$ cat src/rtl/rf_writeback_scheduler.sv
// Arbitrates NUM_WB writeback requesters onto the single scalar register-file write port and
// keeps a per-register pending-write scoreboard that gates issue on RAW/WAW hazards.
module rf_writeback_scheduler #(
  parameter int SCALAR_REGS = 32,
  parameter int DATA_WIDTH  = 16,
  parameter int NUM_WB      = 3,
  parameter int AW          = $clog2(SCALAR_REGS),
  parameter int IW          = $clog2(NUM_WB)
) (
  input  logic                         clk,
  input  logic                         rst_n,
  input  logic                         iss_valid,
  input  logic                         iss_rd_en,
  input  logic [AW-1:0]                iss_rd_addr,
  input  logic [AW-1:0]                iss_rs1_addr,
  input  logic [AW-1:0]                iss_rs2_addr,
  output logic                         iss_ready,
  input  logic [NUM_WB-1:0]            wb_valid,
  input  logic [NUM_WB*AW-1:0]         wb_addr,
  input  logic [NUM_WB*DATA_WIDTH-1:0] wb_data,
  output logic [NUM_WB-1:0]            wb_ready,
  output logic                         s_write_enable,
  output logic [AW-1:0]                s_write_reg_addr,
  output logic [DATA_WIDTH-1:0]        s_write_data,
  output logic [SCALAR_REGS-1:0]       busy_mask,
  output logic                         err_unreserved
);

  logic [SCALAR_REGS-1:0] r_busy;
  logic [IW-1:0]          r_ptr;
  logic                   r_we;
  logic [AW-1:0]          r_waddr;
  logic [DATA_WIDTH-1:0]  r_wdata;

  logic                   w_gnt_any;
  logic [IW-1:0]          w_gnt_idx;
  logic [IW:0]            w_sum;
  logic [IW-1:0]          w_cand;
  logic [AW-1:0]          w_sel_addr;
  logic [DATA_WIDTH-1:0]  w_sel_data;
  logic [SCALAR_REGS-1:0] w_set;
  logic [SCALAR_REGS-1:0] w_clr;
  logic [IW-1:0]          w_ptr_nxt;

  // Round-robin search starting at r_ptr, wrapping modulo NUM_WB.
  always_comb begin
    w_gnt_any = 1'b0;
    w_gnt_idx = '0;
    w_sum     = '0;
    w_cand    = '0;
    for (int k = 0; k < NUM_WB; k++) begin
      w_sum = {1'b0, r_ptr} + (IW+1)'(k);
      if (w_sum >= (IW+1)'(NUM_WB)) begin
        w_sum = w_sum - (IW+1)'(NUM_WB);
      end
      w_cand = w_sum[IW-1:0];
      if (!w_gnt_any && wb_valid[w_cand]) begin
        w_gnt_any = 1'b1;
        w_gnt_idx = w_cand;
      end
    end
  end

  always_comb begin
    wb_ready   = '0;
    w_sel_addr = '0;
    w_sel_data = '0;
    for (int i = 0; i < NUM_WB; i++) begin
      if (w_gnt_any && (w_gnt_idx == IW'(i))) begin
        wb_ready[i] = 1'b1;
        w_sel_addr  = wb_addr[i*AW +: AW];
        w_sel_data  = wb_data[i*DATA_WIDTH +: DATA_WIDTH];
      end
    end
  end

  always_comb begin
    w_ptr_nxt = r_ptr;
    if (w_gnt_any) begin
      w_ptr_nxt = (w_gnt_idx == IW'(NUM_WB-1)) ? '0 : w_gnt_idx + 1'b1;
    end
  end

  // A set and a clear landing on the same register resolve in favour of the set.
  always_comb begin
    w_set = '0;
    w_clr = '0;
    if (iss_valid && iss_ready && iss_rd_en) begin
      w_set[iss_rd_addr] = 1'b1;
    end
    if (r_we) begin
      w_clr[r_waddr] = 1'b1;
    end
  end

  always_ff @(posedge clk or negedge rst_n) begin
    if (!rst_n) begin
      r_busy  <= '0;
      r_ptr   <= '0;
      r_we    <= 1'b0;
      r_waddr <= '0;
      r_wdata <= '0;
    end else begin
      r_busy <= (r_busy & ~w_clr) | w_set;
      r_ptr  <= w_ptr_nxt;
      r_we   <= w_gnt_any;
      if (w_gnt_any) begin
        r_waddr <= w_sel_addr;
        r_wdata <= w_sel_data;
      end
    end
  end

  assign iss_ready        = !r_busy[iss_rs1_addr] && !r_busy[iss_rs2_addr] &&
                            !(iss_rd_en && r_busy[iss_rd_addr]);
  assign s_write_enable   = r_we;
  assign s_write_reg_addr = r_waddr;
  assign s_write_data     = r_wdata;
  assign busy_mask        = r_busy;
  assign err_unreserved   = r_we && !r_busy[r_waddr];

endmodule

$ cat config.mk
export PLATFORM = sky130hd
export DESIGN_NAME = rf_writeback_scheduler
export DESIGN_NICKNAME = d
export VERILOG_FILES = /design/src/rtl/rf_writeback_scheduler.sv
export SDC_FILE = /design/constraint.sdc
export NUM_CORES = 1
export LEC_CHECK = 0
export BUFFER_PORTS_ARGS = -buffer_cell sky130_fd_sc_hd__buf_2
export CAP_MARGIN = 20
export CORE_MARGIN = 2
export CORE_UTILIZATION = 40
export CTS_BUF_LIST = sky130_fd_sc_hd__clkbuf_4 sky130_fd_sc_hd__clkbuf_8 sky130_fd_sc_hd__clkbuf_16
export CTS_CLUSTER_SIZE = 8
export DETAILED_ROUTE_END_ITERATION = 16
export GPL_TIMING_DRIVEN = 0
export PLACE_DENSITY = 0.66
export SYNTH_ARGS = -nofsm -noshare
export SYNTH_HDL_FRONTEND = slang
export SYNTH_SLANG_ARGS = --single-unit
$ cat constraint.sdc
create_clock -name clk -period 4.2 [get_ports clk]
set_clock_uncertainty 0.05 [all_clocks]
set_input_delay 0.63 -clock clk [delete_from_list [all_inputs] [get_ports clk]]
set_output_delay 0.63 -clock clk [all_outputs]
set_load 0.02 [all_outputs]
==> impl_metrics.tcl, run 1 <==
set metrics [dict create \
    clk_latency_ns 0.32 \
    gp_congestion 0.938 \
    diodes 0 \
    cp.depth 11 \
    total_leakage_power_nw 2.56 \
    postCtsHoldBufs 0 \
    r2r_cells 11 \
    yosysWarnings 0 \
    syn-instance-count 445 \
    worstHoldPathType "in2async" \
    irDropWorstVdd_uv 576 \
    antenna_found_initial 0 \
    setup_viol 0 \
    critPathMaxStageDelay_ns 0.40 \
    core_um2 10300 \
    cts_max_path_buffers 2 \
    rsz0062_at_grt "no" \
    p_int_mw 1.99 \
    grt_usage_pct 24.3 \
    synth-edff-count 0 \
    synthFlopType "dfrtp_1" \
    p_total_mw 4.06 \
    layout.nets 679 \
    die_area_um2 11500 \
    r2r_setup_slack_ns 1.46 \
    crit_path_start "r_ptr[0]$_DFFE_PN0P_" \
    net-switching-power_mw 2.07 \
    powerDensity_nw_per_um2 777 \
    setup.worst_path.end "wb_ready[0]" \
    setup_tns_ns 0 \
    worst_r2r_endpoint "s_write_data[9]$_DFFE_PN0P_" \
    grt_start_max_net_pins 34 \
    slew_headroom_pct 43.4 \
    wl_um 13800 \
    maxSlewViolCount 0 \
    slowest_stage "dfrtp_1" \
    stdcell_area_um2 5220 \
    grt_pass1_wl_um 21800 \
    crit_path_cell_trace "inv_1 -> ha_1 -> buf_2 -> a22o_1 -> a21o_1 -> o21ai_1 -> a22oi_2 -> buf_2 -> inv_1 -> nor3_1 -> buf_2" \
    drc 0 \
    period_minus_slack_ns 3.63 \
    drive_gt1_share_pct 35.3 \
    grt_pass1_vias 4254 \
    cts_sinks 56 \
    row_count 37 \
    async_reset_ff_share_pct 100 \
    max-cap-violations 0 \
    ios 144 \
    avgSynthCellArea_um2 9.55 \
    post_cts_resize_count 0 \
    finalHoldViolations 0 \
    status "completed" \
    ys_types 49 \
    critical_path_arrival_ns 2.95 \
    die_w_um 107 \
    critPathLaunchType "flip-flop" \
    worstReg2RegStart "r_ptr[0]$_DFFE_PN0P_" \
    areaGrowthSynthToFinish_pct 23.0 \
    setup_ws_ns 0.566 \
    crit_top_cell "buf_2" \
    pwr-share-clk_pct 7.7 \
    post_cts_buffers 0 \
    hpwl_um 10600 \
    cp_top_family "buffers and inverters" \
    crit_path_end_kind "output pin" \
    avgRoutedWirePerCell_um 19.0 \
    place_ws_ns 0.923 \
    combPwrFrac_pct 62.0 \
    cp_data_required_time_ns 3.52 \
    clk_pin_slew_ns 0.11 \
    die_height_um 107 \
    drtIter0Drc 372 \
    placed_cell_area_um2 5130 \
    syn-num-nets 533 \
    timing.final.crit_share_pct 86.5 \
    cts_tree "done" \
    avgViaCountPerCell 5.88 \
    path_class "reg2out" \
    ys_seq_area_share_pct 33.0 \
    ant_nets 0 \
    worstMarginPinSlew_ns 0.846 \
    drtPass1Iterations 7 \
    initial_utilization_pct 41.1 \
    cts_made_buffers 5 \
    h-tree-depth 2 \
    sequentialPowerShare_pct 30.3 \
    ys_ff_latch 56 \
    cts_root_buf "clkbuf_8" \
    overflow 0 \
    fmax_mhz 275 \
    crit_buf_inv 5 \
    p_sw_share_pct 51.0 \
    portBuffers 138 \
    vias 4282 \
    syn_area_um2 4250 \
    cp_max_fo 10 \
]
[how the worst min path moves through the flow]
stage | end | startpoint | cells after the start
floorplan | busy_mask[0]$_DFF_PN0_ | rst_n | 0
global placement | s_write_data[0]$_DFFE_PN0P_ | s_write_data[0]$_DFFE_PN0P_ | 1
detailed placement | s_write_data[11]$_DFFE_PN0P_ | s_write_data[11]$_DFFE_PN0P_ | 1
CTS | s_write_data[15]$_DFFE_PN0P_ | rst_n | 1
global route | s_write_reg_addr[4]$_DFFE_PN0P_ | rst_n | 1
finish | s_write_data[15]$_DFFE_PN0P_ | rst_n | 1
[sequential cells by signal (all words and copies together), names as in the netlist]
register	count
busy_mask	32
r_ptr	2
s_write_data	16
s_write_enable	1
s_write_reg_addr	5
[per-layer routing]
metal / up-vias / track usage (%) / part of all wire (%)
met5: - / 0 / 0
met4: 0 / 9.74 / 3.4
met3: 43 / 4.07 / 11
met2: 298 / 39.6 / 45
met1: 1989 / 32.2 / 41
li1: 1952 / - / -
[cell type report]
class,count,area (um2)
Buffer,32,161
Tap cell,136,170
Sequential cell,56,1400
Fill cell,996,5100
Clock buffer,5,68.8
Multi-Input combinational cell,350,2660
Inverter,7,26.3
Timing Repair Buffer,139,711
Clock inverter,3,26.3
[power by group through the flow]
stage	sequential (mW)	combinational [mW]	clock, mW
after global routing	1.26	2.73	0.339
after CTS	1.22	2.53	0.321
after detailed placement	1.23	2.52	0
after global placement	1.22	2.48	0
final	1.23	2.52	0.314
after floorplan	1.38	1.50	0
[synthesized netlist by cell type, drive strengths merged, types with 2 or more instances]
cell | count | area share (%)
o22ai | 2 | 0.59
nand3 | 11 | 1.4
o21ai | 71 | 10
nor3b | 2 | 0.35
and3 | 3 | 0.44
dfrtp | 56 | 33
or3 | 2 | 0.29
buf | 17 | 2.5
nand2 | 46 | 4.1
a211oi | 21 | 3.7
mux4 | 18 | 9.8
ha | 3 | 0.88
o221ai | 2 | 0.41
nand4b | 2 | 0.41
nand2b | 5 | 0.74
a21o | 24 | 4.2
or2 | 2 | 0.29
nor2b | 7 | 1.0
clkbuf | 15 | 1.3
o311ai | 2 | 0.59
nor2 | 33 | 2.9
nand3b | 11 | 1.9
and2 | 3 | 0.44
nor3 | 3 | 0.35
a21oi | 3 | 0.35
or3b | 3 | 0.62
nand4 | 3 | 0.74
inv | 7 | 0.62
a22oi | 6 | 1.2
mux2i | 52 | 12
[metrics by stage]
stage / utilization, % / std cells / hold WS (ns)
floorplan: - / 445 / 0.284
global placement: 49.5 / 719 / 0.406
detailed placement: 49.7 / 720 / 0.410
CTS: 50.6 / 728 / 0.256
global route: 50.6 / 728 / 0.273
finish: 50.6 / 728 / 0.238
[placed cells by master (no fill, tap or decap), types with 3 or more instances in the layout]
cell type	n
or3b_2	3
dfrtp_1	56
buf_6	4
o21ai_2	20
inv_1	7
a211oi_1	21
buf_1	4
clkbuf_1	15
mux2i_1	52
nor2b_1	7
nand3b_1	11
mux4_1	3
and2_1	3
a21o_1	24
nand2_1	46
ha_1	3
buf_2	147
o21ai_0	34
clkbuf_8	5
mux4_2	15
and3_1	3
o21ai_1	17
a22oi_1	5
nor2_1	33
a21oi_1	3
nor3_1	3
nand2b_1	5
nand3_1	10
[cell families (layout without fill, tap and decap cells)]
kind of cell | after synthesis | after routing | share of synthesized area (%)
fa+ha+maj | 3 | 3 | 0.884
mux | 71 | 71 | 22.3
buf+inv | 39 | 186 | 4.42
flops | 56 | 56 | 33.0
simple gates | 138 | 138 | 16.8
compound gates | 138 | 138 | 22.6
(Power assumes the default switching activity.)
==> run 2, diff against run 1 <==
CORE_MARGIN = default   (was 2)
RECOVER_POWER = 50   (was default)
==> run 2 against run 1 <==
Against the previous run: the flow now finishes with violations (max-capacitance violations, max-slew violations); worst hold slack better by 0.12 ns; final cell count stayed put; critical path depth stayed put; setup slack worse by 0.025 ns; combinational power is 2% lower; critical path type unchanged; largest cell class unchanged.
==> impl_metrics.tcl, run 2 (synthesis gave the netlist of run 1 again) <==
set metrics [dict create \
    drc 0 \
    core_um2 10300 \
    layout.nets 679 \
    largest_reg_flops 32 \
    row_count 37 \
    drive_gt1_share_pct 30.1 \
    ant_nets 0 \
    cts_made_buffers 5 \
    drtPass1Iterations 5 \
    combPwrFrac_pct 61.7 \
    cts_tree "done" \
    grt_pass1_vias 4137 \
    fmax_mhz 273 \
    maxSlewViolCount 41 \
    p_sw_share_pct 51.6 \
    drtIter0Drc 377 \
    vias 4252 \
    diodes 0 \
    total_leakage_power_nw 2.45 \
    grt_usage_pct 24.3 \
    h-tree-depth 2 \
    path_class "reg2out" \
    die_area_um2 11000 \
    hpwl_um 10400 \
    post_cts_buffers 0 \
    avgViaCountPerCell 5.84 \
    ios 144 \
    clk_pin_slew_ns 0.10 \
    cp_data_required_time_ns 3.52 \
    irDropWorstVdd_uv 452 \
    layout_commonest_cell "buf_2" \
    slowest_stage "dfrtp_1" \
    net-switching-power_mw 2.07 \
    sequentialPowerShare_pct 30.7 \
    die_w_um 105 \
    cts_max_path_buffers 2 \
    setup_tns_ns 0 \
    post_cts_resize_count 0 \
    finalHoldViolations 0 \
    placed_cell_area_um2 5130 \
    cp_max_fo 10 \
    portBuffers 138 \
    crit_path_end_kind "output pin" \
    violations "max-capacitance violations, max-slew violations" \
    cts_sinks 56 \
    rsz0062_at_grt "no" \
    die_height_um 105 \
    gp_congestion 0.959 \
    period_minus_slack_ns 3.66 \
    overflow 0 \
    cp_top_family "buffers and inverters" \
    slew_headroom_pct -42.2 \
    cts_root_buf "clkbuf_8" \
    postCtsHoldBufs 0 \
    setup_viol 0 \
    wl_um 13500 \
    grt_start_max_net_pins 41 \
    initial_utilization_pct 41.1 \
    areaGrowthSynthToFinish_pct 21.6 \
    pwr-share-clk_pct 7.6 \
    stdcell_area_um2 5170 \
    antenna_found_initial 0 \
    crit_path_cell_trace "inv_1 -> ha_1 -> buf_2 -> nand2_1 -> a21o_1 -> o21ai_1 -> a22oi_2 -> buf_2 -> inv_1 -> nor3_1 -> buf_2" \
    status "finished, violations left" \
    layout_common_cells "117 x buf_2, 56 x dfrtp_1, 52 x mux2i_1, 46 x clkbuf_1, 46 x nand2_1" \
    worstHoldPathType "in2async" \
    max-cap-violations 1 \
    grt_pass1_wl_um 21400 \
    powerDensity_nw_per_um2 777 \
    critPathLaunchType "flip-flop" \
    avgRoutedWirePerCell_um 18.5 \
    timing.final.crit_share_pct 87.1 \
    worstMarginPinSlew_ns 2.13 \
    clk_latency_ns 0.32 \
    critical_path_arrival_ns 2.98 \
    crit_top_cell "buf_2" \
    critPathMaxStageDelay_ns 0.40 \
    crit_buf_inv 5 \
    p_int_mw 1.95 \
]
run 2: cell count changes in the layout (fill, tap and decap cells not counted):
| cell | delta |
|---|---|
| clkbuf_1 | +31 |
| inv_6 | -1 |
| clkinvlp_4 | +2 |
| buf_2 | -30 |
| buf_12 | -1 |
| clkinv_4 | -1 |
run 2: metrics by stage:
step                power [mW]  cells  setup slack (ns)  util [%]  hold WS (ns)
floorplan                 2.88    445              1.14         -         0.284
global placement          3.67    719             0.983      49.5         0.408
detailed placement        3.74    720             0.922      49.7         0.412
CTS                       4.04    728             0.572      50.6         0.180
global route              4.27    728             0.486      50.1         0.448
finish                    4.02    728             0.541      50.1         0.355
run 2: path summary, 6_finish.rpt:
path | start | endpoint | slack [ns] | cells after the start
setup reg to reg | r_ptr[0]$_DFFE_PN0P_ | s_write_reg_addr[3]$_DFFE_PN0P_ | 1.39 | 11
hold / removal | rst_n | s_write_data[14]$_DFFE_PN0P_ | 0.35 | 1
max in group asynchronous | rst_n | busy_mask[21]$_DFF_PN0_ | 1.27 | 2
setup / recovery | r_ptr[0]$_DFFE_PN0P_ | wb_ready[0] | 0.54 | 11
hold reg to reg | s_write_data[13]$_DFFE_PN0P_ | s_write_data[13]$_DFFE_PN0P_ | 0.44 | 1
min in group clk | s_write_data[13]$_DFFE_PN0P_ | s_write_data[13]$_DFFE_PN0P_ | 0.44 | 1
run 2: metal layers:
metal / part of all wire, % / routed length, um / track usage (%)
met1: 42 / 5630 / 31.8
met4: 2.3 / 307 / 7.14
met2: 47 / 6280 / 40.6
met3: 9.3 / 1250 / 4.99
met5: 0 / 0 / 0
run 2: final cells by class:
type | count | area [um2]
Fill cell | 1009 | 5160
Clock buffer | 5 | 68.8
Buffer | 32 | 161
Sequential cell | 56 | 1400
Inverter | 7 | 26.3
Multi-Input combinational cell | 350 | 2660
Tap cell | 136 | 170
Clock inverter | 3 | 23.8
Timing Repair Buffer | 139 | 657
run 2: power by group through the flow:
stage	sequential (mW)	clock [mW]	combinational [mW]
finish	1.23	0.306	2.48
CTS	1.21	0.313	2.52
detailed placement	1.22	0	2.52
global route	1.26	0.327	2.68
global placement	1.21	0	2.46
floorplan	1.38	0	1.50
==> run 3, diff against run 2 <==
SLEW_MARGIN = 20   (was default)
clock period = 4 ns   (was 4.2 ns; I/O delays follow)
==> run 3 against run 2 <==
Against the previous run: the flow still finishes with violations (max-capacitance violations, max-slew violations); die area unchanged; wire length down 0.31%; first-iteration DRC count down 0.27%; setup slack worse by 0.096 ns; core utilization up 0.61 points; clock power up 66%; largest power group unchanged.
==> impl_metrics.tcl, run 3 (synthesis gave the netlist of run 1 again) <==
set metrics [dict create \
    status "finished, violations left" \
    violations "max-capacitance violations, max-slew violations" \
    path_class "reg2out" \
    ant_nets 0 \
    maxSlewViolCount 57 \
    postCtsHoldBufs 0 \
    layout_commonest_cell "buf_2" \
    row_count 37 \
    drtPass1Iterations 5 \
    wl_um 13400 \
    cts_tree "done" \
    diodes 0 \
    powerDensity_nw_per_um2 840 \
    grt_pass1_vias 4164 \
    crit_path_end_kind "output pin" \
    critical_path_arrival_ns 2.90 \
    die_w_um 105 \
    cts_made_buffers 5 \
    initial_utilization_pct 41.1 \
    avgRoutedWirePerCell_um 18.5 \
    hpwl_um 10200 \
    irDropWorstVdd_uv 470 \
    grt_usage_pct 24.6 \
    drtIter0Drc 376 \
    antenna_found_initial 0 \
    cts_root_buf "clkbuf_8" \
    post_cts_resize_count 0 \
    layout_common_cells "117 x buf_2, 56 x dfrtp_1, 52 x mux2i_1, 46 x nand2_1, 45 x clkbuf_1" \
    die_area_um2 11000 \
    timing.final.crit_share_pct 88.9 \
    avgViaCountPerCell 5.84 \
    clk_latency_ns 0.32 \
    fillers 979 \
    largest_reg_flops 32 \
    ios 144 \
    post_cts_buffers 0 \
    h-tree-depth 2 \
    postLayoutCoreUtil_pct 50.7 \
    cp_data_required_time_ns 3.35 \
    grt_pass1_wl_um 21500 \
    p_total_mw 4.39 \
    cp_max_fo 10 \
    fmax_mhz 281 \
    critPathLaunchType "flip-flop" \
    layout.nets 678 \
    gp_congestion 0.959 \
    slew_headroom_pct -97.4 \
    drive_gt1_share_pct 30.1 \
    clk_pin_slew_ns 0.10 \
    finalHoldViolations 0 \
    overflow 0 \
    setup_viol 0 \
    max-cap-violations 1 \
    placed_cell_area_um2 5110 \
    worstMarginPinSlew_ns 2.96 \
    vias 4249 \
    multi_input_area_um2 2660 \
    stdcell_area_um2 5230 \
    grt_start_max_net_pins 57 \
    period_minus_slack_ns 3.55 \
    setup_tns_ns 0 \
    total_leakage_power_nw 2.49 \
    cts_sinks 56 \
    core_um2 10300 \
    cts_max_path_buffers 2 \
    worstHoldPathType "reg2reg" \
    areaGrowthSynthToFinish_pct 23.1 \
    regArea_um2 1400 \
    place_ws_ns 0.787 \
    die_height_um 105 \
    setup_ws_ns 0.445 \
    rsz0062_at_grt "no" \
    portBuffers 138 \
    drc 0 \
]
## run 3: cell count changes in the layout (fill, tap and decap cells not counted), sizes merged
cell,delta
clkinvlp,-2
clkinv,-1
bufinv,+3
clkbuf,-1
## run 3: layout make-up
class                           count  share of cell area (%)
Buffer                             32                    3.09
Clock buffer                        5                    1.32
Clock inverter                      3                    1.72
Inverter                            7                   0.502
Multi-Input combinational cell    350                    50.8
Sequential cell                    56                    26.8
Tap cell                          136                    3.25
Timing Repair Buffer              138                    12.5
## run 3: routing by layer
metal | up-vias | routed length [um] | GRT usage, %
met1 | 2003 | 5580 | 32.0
met5 | - | 0 | 0
li1 | 1953 | - | -
met3 | 28 | 1260 | 5.18
met2 | 265 | 6270 | 40.6
met4 | 0 | 317 | 8.65
## run 3: worst max-delay path, cell delays in order, from the launching register on
cell	delay [ns]
dfrtp_1	0.40
inv_1	0.08
ha_1	0.29
buf_2	0.17
nand2_1	0.10
a21o_1	0.16
o21ai_1	0.10
a22oi_2	0.35
buf_2	0.35
inv_1	0.09
nor3_1	0.27
buf_2	0.23
## run 3: metrics by stage
stage / hold slack, ns / instances
3_5_place_dp: 0.412 / 719
2_1_floorplan: 0.254 / 445
3_3_place_gp: 0.408 / 719
5_1_grt: 0.469 / 727
6_report: 0.436 / 727
4_1_cts: 0.304 / 727
## run 3: report_power, final
group | switching, mW | internal, mW | leakage [nW]
clock | 0.194 | 0.313 | 0.0784
combinational | 1.53 | 1.06 | 1.73
sequential | 0.437 | 0.854 | 0.683
## run 3: final timing paths
check | startpoint | endpoint | slack [ns] | cells after the start
setup / recovery | r_ptr[0]$_DFFE_PN0P_ | wb_ready[0] | 0.45 | 11
min in group asynchronous | rst_n | s_write_data[14]$_DFFE_PN0P_ | 1.18 | 1
hold / removal | s_write_data[13]$_DFFE_PN0P_ | s_write_data[13]$_DFFE_PN0P_ | 0.44 | 1
hold reg to reg | s_write_data[13]$_DFFE_PN0P_ | s_write_data[13]$_DFFE_PN0P_ | 0.44 | 1
setup reg to reg | r_ptr[0]$_DFFE_PN0P_ | s_write_data[9]$_DFFE_PN0P_ | 1.21 | 11
max in group asynchronous | rst_n | busy_mask[27]$_DFF_PN0_ | 1.05 | 1
